File: src/rtl/seu_err_monitor.sv
// SEU error monitor: rising-edge detection of voter corrected/uncorrected error lines,
// saturating event counters, sticky flags, first-uncorrectable capture and an acknowledged level IRQ.
module seu_err_monitor #(
  parameter int N_SRC     = 4,
  parameter int CNT_WIDTH = 16,
  parameter int THRESH    = 8
) (
  input  logic                 clk_i,
  input  logic                 rstn_i,
  input  logic [N_SRC-1:0]     error1_i,
  input  logic [N_SRC-1:0]     error2_i,
  input  logic                 clear_i,
  input  logic                 ack_i,
  output logic [CNT_WIDTH-1:0] cnt1_o,
  output logic [CNT_WIDTH-1:0] cnt2_o,
  output logic [N_SRC-1:0]     sticky1_o,
  output logic [N_SRC-1:0]     sticky2_o,
  output logic                 first_vld_o,
  output logic [4:0]           first_src_o,
  output logic                 irq_o,
  output logic                 sat_o
);

  // Sum width must hold the counter plus a popcount of up to 32 sources without wrapping.
  localparam int SW = ((CNT_WIDTH > 6) ? CNT_WIDTH : 6) + 1;
  localparam logic [SW-1:0] CNT_MAX  = {{(SW-CNT_WIDTH){1'b0}}, {CNT_WIDTH{1'b1}}};
  localparam logic [SW-1:0] THRESH_W = SW'(THRESH);

  typedef enum logic [1:0] {IDLE, ALERT, HOLD} state_t;

  logic [N_SRC-1:0]     err1_prev_q, err2_prev_q;
  logic [N_SRC-1:0]     ev1_q, ev2_q;
  logic [CNT_WIDTH-1:0] cnt1_q, cnt2_q;
  logic [CNT_WIDTH-1:0] cnt1_d, cnt2_d;
  logic [N_SRC-1:0]     sticky1_q, sticky2_q;
  logic                 sat_q;
  logic                 first_vld_q;
  logic [4:0]           first_src_q;
  logic [4:0]           low_idx;
  logic [SW-1:0]        sum1, sum2;
  logic                 ovf1, ovf2;
  logic                 trig;
  state_t               state_q;
  logic                 pend_q;

  function automatic logic [5:0] popcnt(input logic [N_SRC-1:0] v);
    logic [5:0] c;
    c = '0;
    for (int i = 0; i < N_SRC; i++) c = c + {5'b0, v[i]};
    return c;
  endfunction

  always_comb begin
    sum1    = (clear_i ? '0 : {{(SW-CNT_WIDTH){1'b0}}, cnt1_q}) + SW'(popcnt(ev1_q));
    sum2    = (clear_i ? '0 : {{(SW-CNT_WIDTH){1'b0}}, cnt2_q}) + SW'(popcnt(ev2_q));
    ovf1    = (sum1 > CNT_MAX);
    ovf2    = (sum2 > CNT_MAX);
    cnt1_d  = ovf1 ? {CNT_WIDTH{1'b1}} : sum1[CNT_WIDTH-1:0];
    cnt2_d  = ovf2 ? {CNT_WIDTH{1'b1}} : sum2[CNT_WIDTH-1:0];
    // Threshold crossing compares the clamped next value against the current value.
    trig    = (|ev2_q) ||
              (({{(SW-CNT_WIDTH){1'b0}}, cnt1_d} >= THRESH_W) &&
               ({{(SW-CNT_WIDTH){1'b0}}, cnt1_q} <  THRESH_W));
    low_idx = '0;
    for (int i = N_SRC-1; i >= 0; i--) begin
      if (ev2_q[i]) low_idx = 5'(i);
    end
  end

  always_ff @(posedge clk_i or negedge rstn_i) begin
    if (!rstn_i) begin
      err1_prev_q <= '0;
      err2_prev_q <= '0;
      ev1_q       <= '0;
      ev2_q       <= '0;
      cnt1_q      <= '0;
      cnt2_q      <= '0;
      sticky1_q   <= '0;
      sticky2_q   <= '0;
      sat_q       <= 1'b0;
      first_vld_q <= 1'b0;
      first_src_q <= '0;
    end else begin
      err1_prev_q <= error1_i;
      err2_prev_q <= error2_i;
      ev1_q       <= error1_i & ~err1_prev_q;
      ev2_q       <= error2_i & ~err2_prev_q;
      cnt1_q      <= cnt1_d;
      cnt2_q      <= cnt2_d;
      // clear_i restarts accumulation from this cycle's events rather than dropping them.
      sticky1_q   <= (clear_i ? '0 : sticky1_q) | ev1_q;
      sticky2_q   <= (clear_i ? '0 : sticky2_q) | ev2_q;
      sat_q       <= (clear_i ? 1'b0 : sat_q) | ovf1 | ovf2;
      if (clear_i) begin
        first_vld_q <= |ev2_q;
        first_src_q <= low_idx;
      end else if (!first_vld_q && (|ev2_q)) begin
        first_vld_q <= 1'b1;
        first_src_q <= low_idx;
      end
    end
  end

  // HOLD waits for ack release; triggers seen while held are replayed as a new ALERT.
  always_ff @(posedge clk_i or negedge rstn_i) begin
    if (!rstn_i) begin
      state_q <= IDLE;
      pend_q  <= 1'b0;
    end else begin
      case (state_q)
        IDLE:  if (trig) state_q <= ALERT;
        ALERT: if (ack_i) begin
          state_q <= HOLD;
          pend_q  <= 1'b0;
        end
        HOLD: begin
          if (!ack_i) begin
            state_q <= (pend_q || trig) ? ALERT : IDLE;
            pend_q  <= 1'b0;
          end else if (trig) begin
            pend_q  <= 1'b1;
          end
        end
        default: state_q <= IDLE;
      endcase
    end
  end

  assign cnt1_o      = cnt1_q;
  assign cnt2_o      = cnt2_q;
  assign sticky1_o   = sticky1_q;
  assign sticky2_o   = sticky2_q;
  assign sat_o       = sat_q;
  assign first_vld_o = first_vld_q;
  assign first_src_o = first_src_q;
  assign irq_o       = (state_q == ALERT);

endmodule

File: config.mk
export PLATFORM = sky130hd
export DESIGN_NAME = seu_err_monitor
export DESIGN_NICKNAME = d
export VERILOG_FILES = /design/src/rtl/seu_err_monitor.sv
export SDC_FILE = /design/constraint.sdc
export NUM_CORES = 1
export LEC_CHECK = 0
export CORE_UTILIZATION = 40
export DETAILED_ROUTE_END_ITERATION = 10
export GPL_TIMING_DRIVEN = 0
export MAX_ROUTING_LAYER = met4
export PLACE_DENSITY_LB_ADDON = 0.12
export SLEW_MARGIN = 20
export SYNTH_ARGS = -nofsm -noshare
export SYNTH_HDL_FRONTEND = slang
export SYNTH_SLANG_ARGS = --single-unit
File: constraint.sdc
create_clock -name clk_i -period 8.8 [get_ports clk_i]
set_clock_uncertainty 0.05 [all_clocks]
set_input_delay 1.76 -clock clk_i [delete_from_list [all_inputs] [get_ports clk_i]]
set_output_delay 1.76 -clock clk_i [all_outputs]
set_load 0.005 [all_outputs]
==> metrics list <==
* Drt initial violations: 106
- The critical path is of the in2reg type.
- Routed vias: 2320
- Fin crit share: 0.7185
- Placed wire-length estimate: 4771 um
- Depth of the CTS H-tree: 3
* Clock insertion delay at the later pin of the skew report: between 0.3 and 0.4 ns
* Pin count of the biggest net entering global routing: 44
- In this run the power density over the cells is approximately 190 mW/mm2.
- After floorplanning, the core was divided into 31 placement rows.
- For this run, design rule violations remaining after detail routing come to 0.
- The root buffer cell chosen for the clock tree is clkbuf_8.
* Share of layout cells above drive strength 1: 0.1044
- The worst hold path belongs to the class reg2reg.
- Mapped Cells: between 200 and 300
- The total overflow left after global routing is 0.
* Static power due to leakage: 1.859 nW
- Worst reg-to-reg setup slack: 4.62 ns
- The repair_antennas step left the layout with diodes totalling 0.
- TritonCTS built the clock tree.
* Largest family of logic cells by synthesized area: simple AND/OR/NAND/NOR gates
* Avg WL per Cell: 14.33 um
- The number of global-route vias before repair came to 2315.
* Hold buffer count at CTS: 0
* Synth top area share: 0.5068
- The initial utilization of the core area, before any placement, comes to 0.4221.
- At the pin with the least slew margin, the transition time is between 0.5 and 0.6 ns.
- Fmax: 158.2 MHz
- Number of sinks on the clock net: 63
* Final Hold Violating Endpoints: 0
- The number of antenna violations at the first check in global routing was 0.
- Number of buffers inserted during clock tree synthesis: 9
- In the final design database the tool counted 384 nets.
* Power consumption: 770.6 uW
- Summed over all failing endpoints, the final setup total negative slack is 0 ns.
- The die is 90.18 um wide.
* Simple-gate share of the synthesized area: 0.1802
* Number of maximum-capacitance constraint violations: 0
- Worst path arrival time: 6.49 ns
- STA classifies the critical path startpoint as a primary input.
- The count of buffers added on input and output ports is 56.
- Area Overhead vs Synth: 30.49%
- The first TritonRoute pass finished after 4 iterations.
- Worst VDD drop: 132.8 uV
* Data required time of the critical path: between 8 and 9 ns
- In the global route stage, overall resource usage came out at 0.1827.
- Setup bufs post-CTS: 0
- The total area inside the core boundary comes to about 0.0074 mm2.
- Worst slew slack as a fraction of its limit: 0.6308
* Clock transition at the register clock pins on the worst setup and hold paths after CTS: 0.07 ns
* Unique cell type count in the Yosys netlist: 52
- Remaining number of nets flagged by the antenna check after routing: 0
* Synth Area in Compound Gates: 0.1223
* Wire length of the first global-routing pass: 11360 um
- Setup violations remaining at the end of the flow were counted as 0.
* Area of the die: 0.008132 mm2
- Max-slew violation count: 0
- Most instantiated library cell after synthesis: dfrtp_1
* Crit Path Max Fanout: 10
- Timing analysis after detailed placement gives a worst setup slack of roughly 2.1 ns.
- Fraction of synthesized cell area in xor and xnor cells: 0.06476
* Asr flop ratio synth: 1.000
- Flop and latch count out of synthesis: 63
- Result of the run: complete, no violations
- Post-synth EDFFs: 0
- Netlist area before placement: between 0.003 and 0.004 mm2
- Time the worst path needs with I/O delays and setup: 6.322 ns
- Dividing the detail-routed via count by the number of cells gives roughly 5.0.
- Ranked by total cell area, the synthesized netlist is headed by dfrtp_1, nand2_1, fa_1.
- Setup repair after global routing missed its margin: no
- For this run, the register share of the synthesized area comes to 0.5068.
- CTS max path bufs: 2
- RD Place Congestion: 0.8225
- Post-synthesis average cell area: 10.76 um2
- The Yosys step of the flow raised 0 warnings.
- Top-Level Pins: 60
- By count the netlist is led by dfrtp_1, nand2_1, nor2b_1.
- The worst setup path is captured at a flop.
- For this run, the leading register cell type out of synthesis is dfrtp_1.
- From bottom edge to top edge, the die measures about 90 um.
- Multiplexer share of the synthesized area: 0.01368
- Detailed Route WL: 6637 um
- Setup slack on the critical path of the routed design comes to around 2.5 ns.
- Of all cell types, the one taking the most synthesized area is dfrtp_1.
* # resized after CTS: 0
- Post-Synth Adder-Cell Area: 0.06677
layout by cell type (no fill, tap or decap), types with 11 or more instances in the layout:
cell type        instances
inv_1                   12
nor2_1                  12
nand3_1                 11
clkbuf_8                11
dfrtp_1                 63
o21ai_1                 13
nor2b_1                 14
xnor2_1                 11
xor2_1                  12
clkdlybuf4s50_1         55
nand2_1                 33
final timing paths:
| path | startpoint | end | cells after the start |
|---|---|---|---|
| max in group asynchronous | rstn_i | err2_prev_q[3]$_DFF_PN0_ | 2 |
| worst min-delay path | err2_prev_q[3]$_DFF_PN0_ | ev2_q[3]$_DFF_PN0_ | 1 |
| worst max register to register | ev1_q[0]$_DFF_PN0_ | state_q[1]$_DFFE_PN0P_ | 13 |
| worst min register to register | err2_prev_q[3]$_DFF_PN0_ | ev2_q[3]$_DFF_PN0_ | 1 |
| min in group asynchronous | rstn_i | cnt1_o[12]$_DFF_PN0_ | 1 |
| worst max-delay path | clear_i | state_q[1]$_DFFE_PN0P_ | 17 |
final cells by class:
cell class	count	area, um2
clock inverter	5	80.08
fill	652	3311
tap	99	123.9
sequential	63	1577
buffer	14	82.58
inverter	14	55.05
multi-input combinational	200	1404
clock buffer	11	151.4
timing repair buffer	57	585.6
worst max-delay path, cell delays in order:
cell and delay (ns):
clkdlybuf4s50_1 0.44, buf_6 0.16, inv_4 0.11, clkbuf_1 0.45
clkbuf_1 0.41, nand2_1 0.12, fa_1 0.45, fa_1 0.46
nand4bb_1 0.24, buf_6 0.17, o31a_1 0.28, o21ai_2 0.17
o211ai_1 0.14, a2111oi_2 0.38, a41oi_2 0.22, o21ai_2 0.19
mux2_1 0.33
sequential cells by signal, summed over array words and instances, names as in the netlist, 4 cells and up:
| signal | flops |
|---|---|
| sticky2_o | 4 |
| err2_prev_q | 4 |
| ev1_q | 4 |
| ev2_q | 4 |
| sticky1_o | 4 |
| err1_prev_q | 4 |
| cnt2_o | 16 |
| cnt1_o | 16 |
report_power, final:
group | total (mW) | switching (mW) | internal (mW)
clock network | 0.290 | 0.116 | 0.174
registers | 0.338 | 0.0215 | 0.317
logic | 0.142 | 0.0650 | 0.0773
metrics by stage:
step	utilization	instances	hold slack (ns)	cell area, um2
final	0.5508	463	0.3422	4059
after global routing	0.5508	463	0.3544	4059
after CTS	0.5508	463	0.3413	4059
after detailed placement	0.5194	447	0.3322	3827
after global placement	0.5160	446	0.3328	3802
after floorplan	-	291	0.3277	3118
logic make-up (layout without fill, tap and decap cells):
group | Yosys count | in the layout
AOI/OAI and AO/OA | 55 | 55
other | 1 | 3
buffers and inverters | 28 | 101
adders and majority gates | 13 | 13
DFF | 63 | 63
and+or+nand+nor | 102 | 102
xor gates and xnor gates | 23 | 23
muxes | 4 | 4
layer usage:
| layer | up-vias | track usage | wire length, um |
|---|---|---|---|
| met1 | 1121 | 0.2382 | 3135 |
| met5 | - | - | 0 |
| met2 | 58 | 0.2761 | 3074 |
| li1 | 1136 | - | - |
| met4 | 0 | 0.05914 | 66 |
| met3 | 5 | 0.05076 | 360 |
No activity file was read; power rests on OpenSTA's default activity.
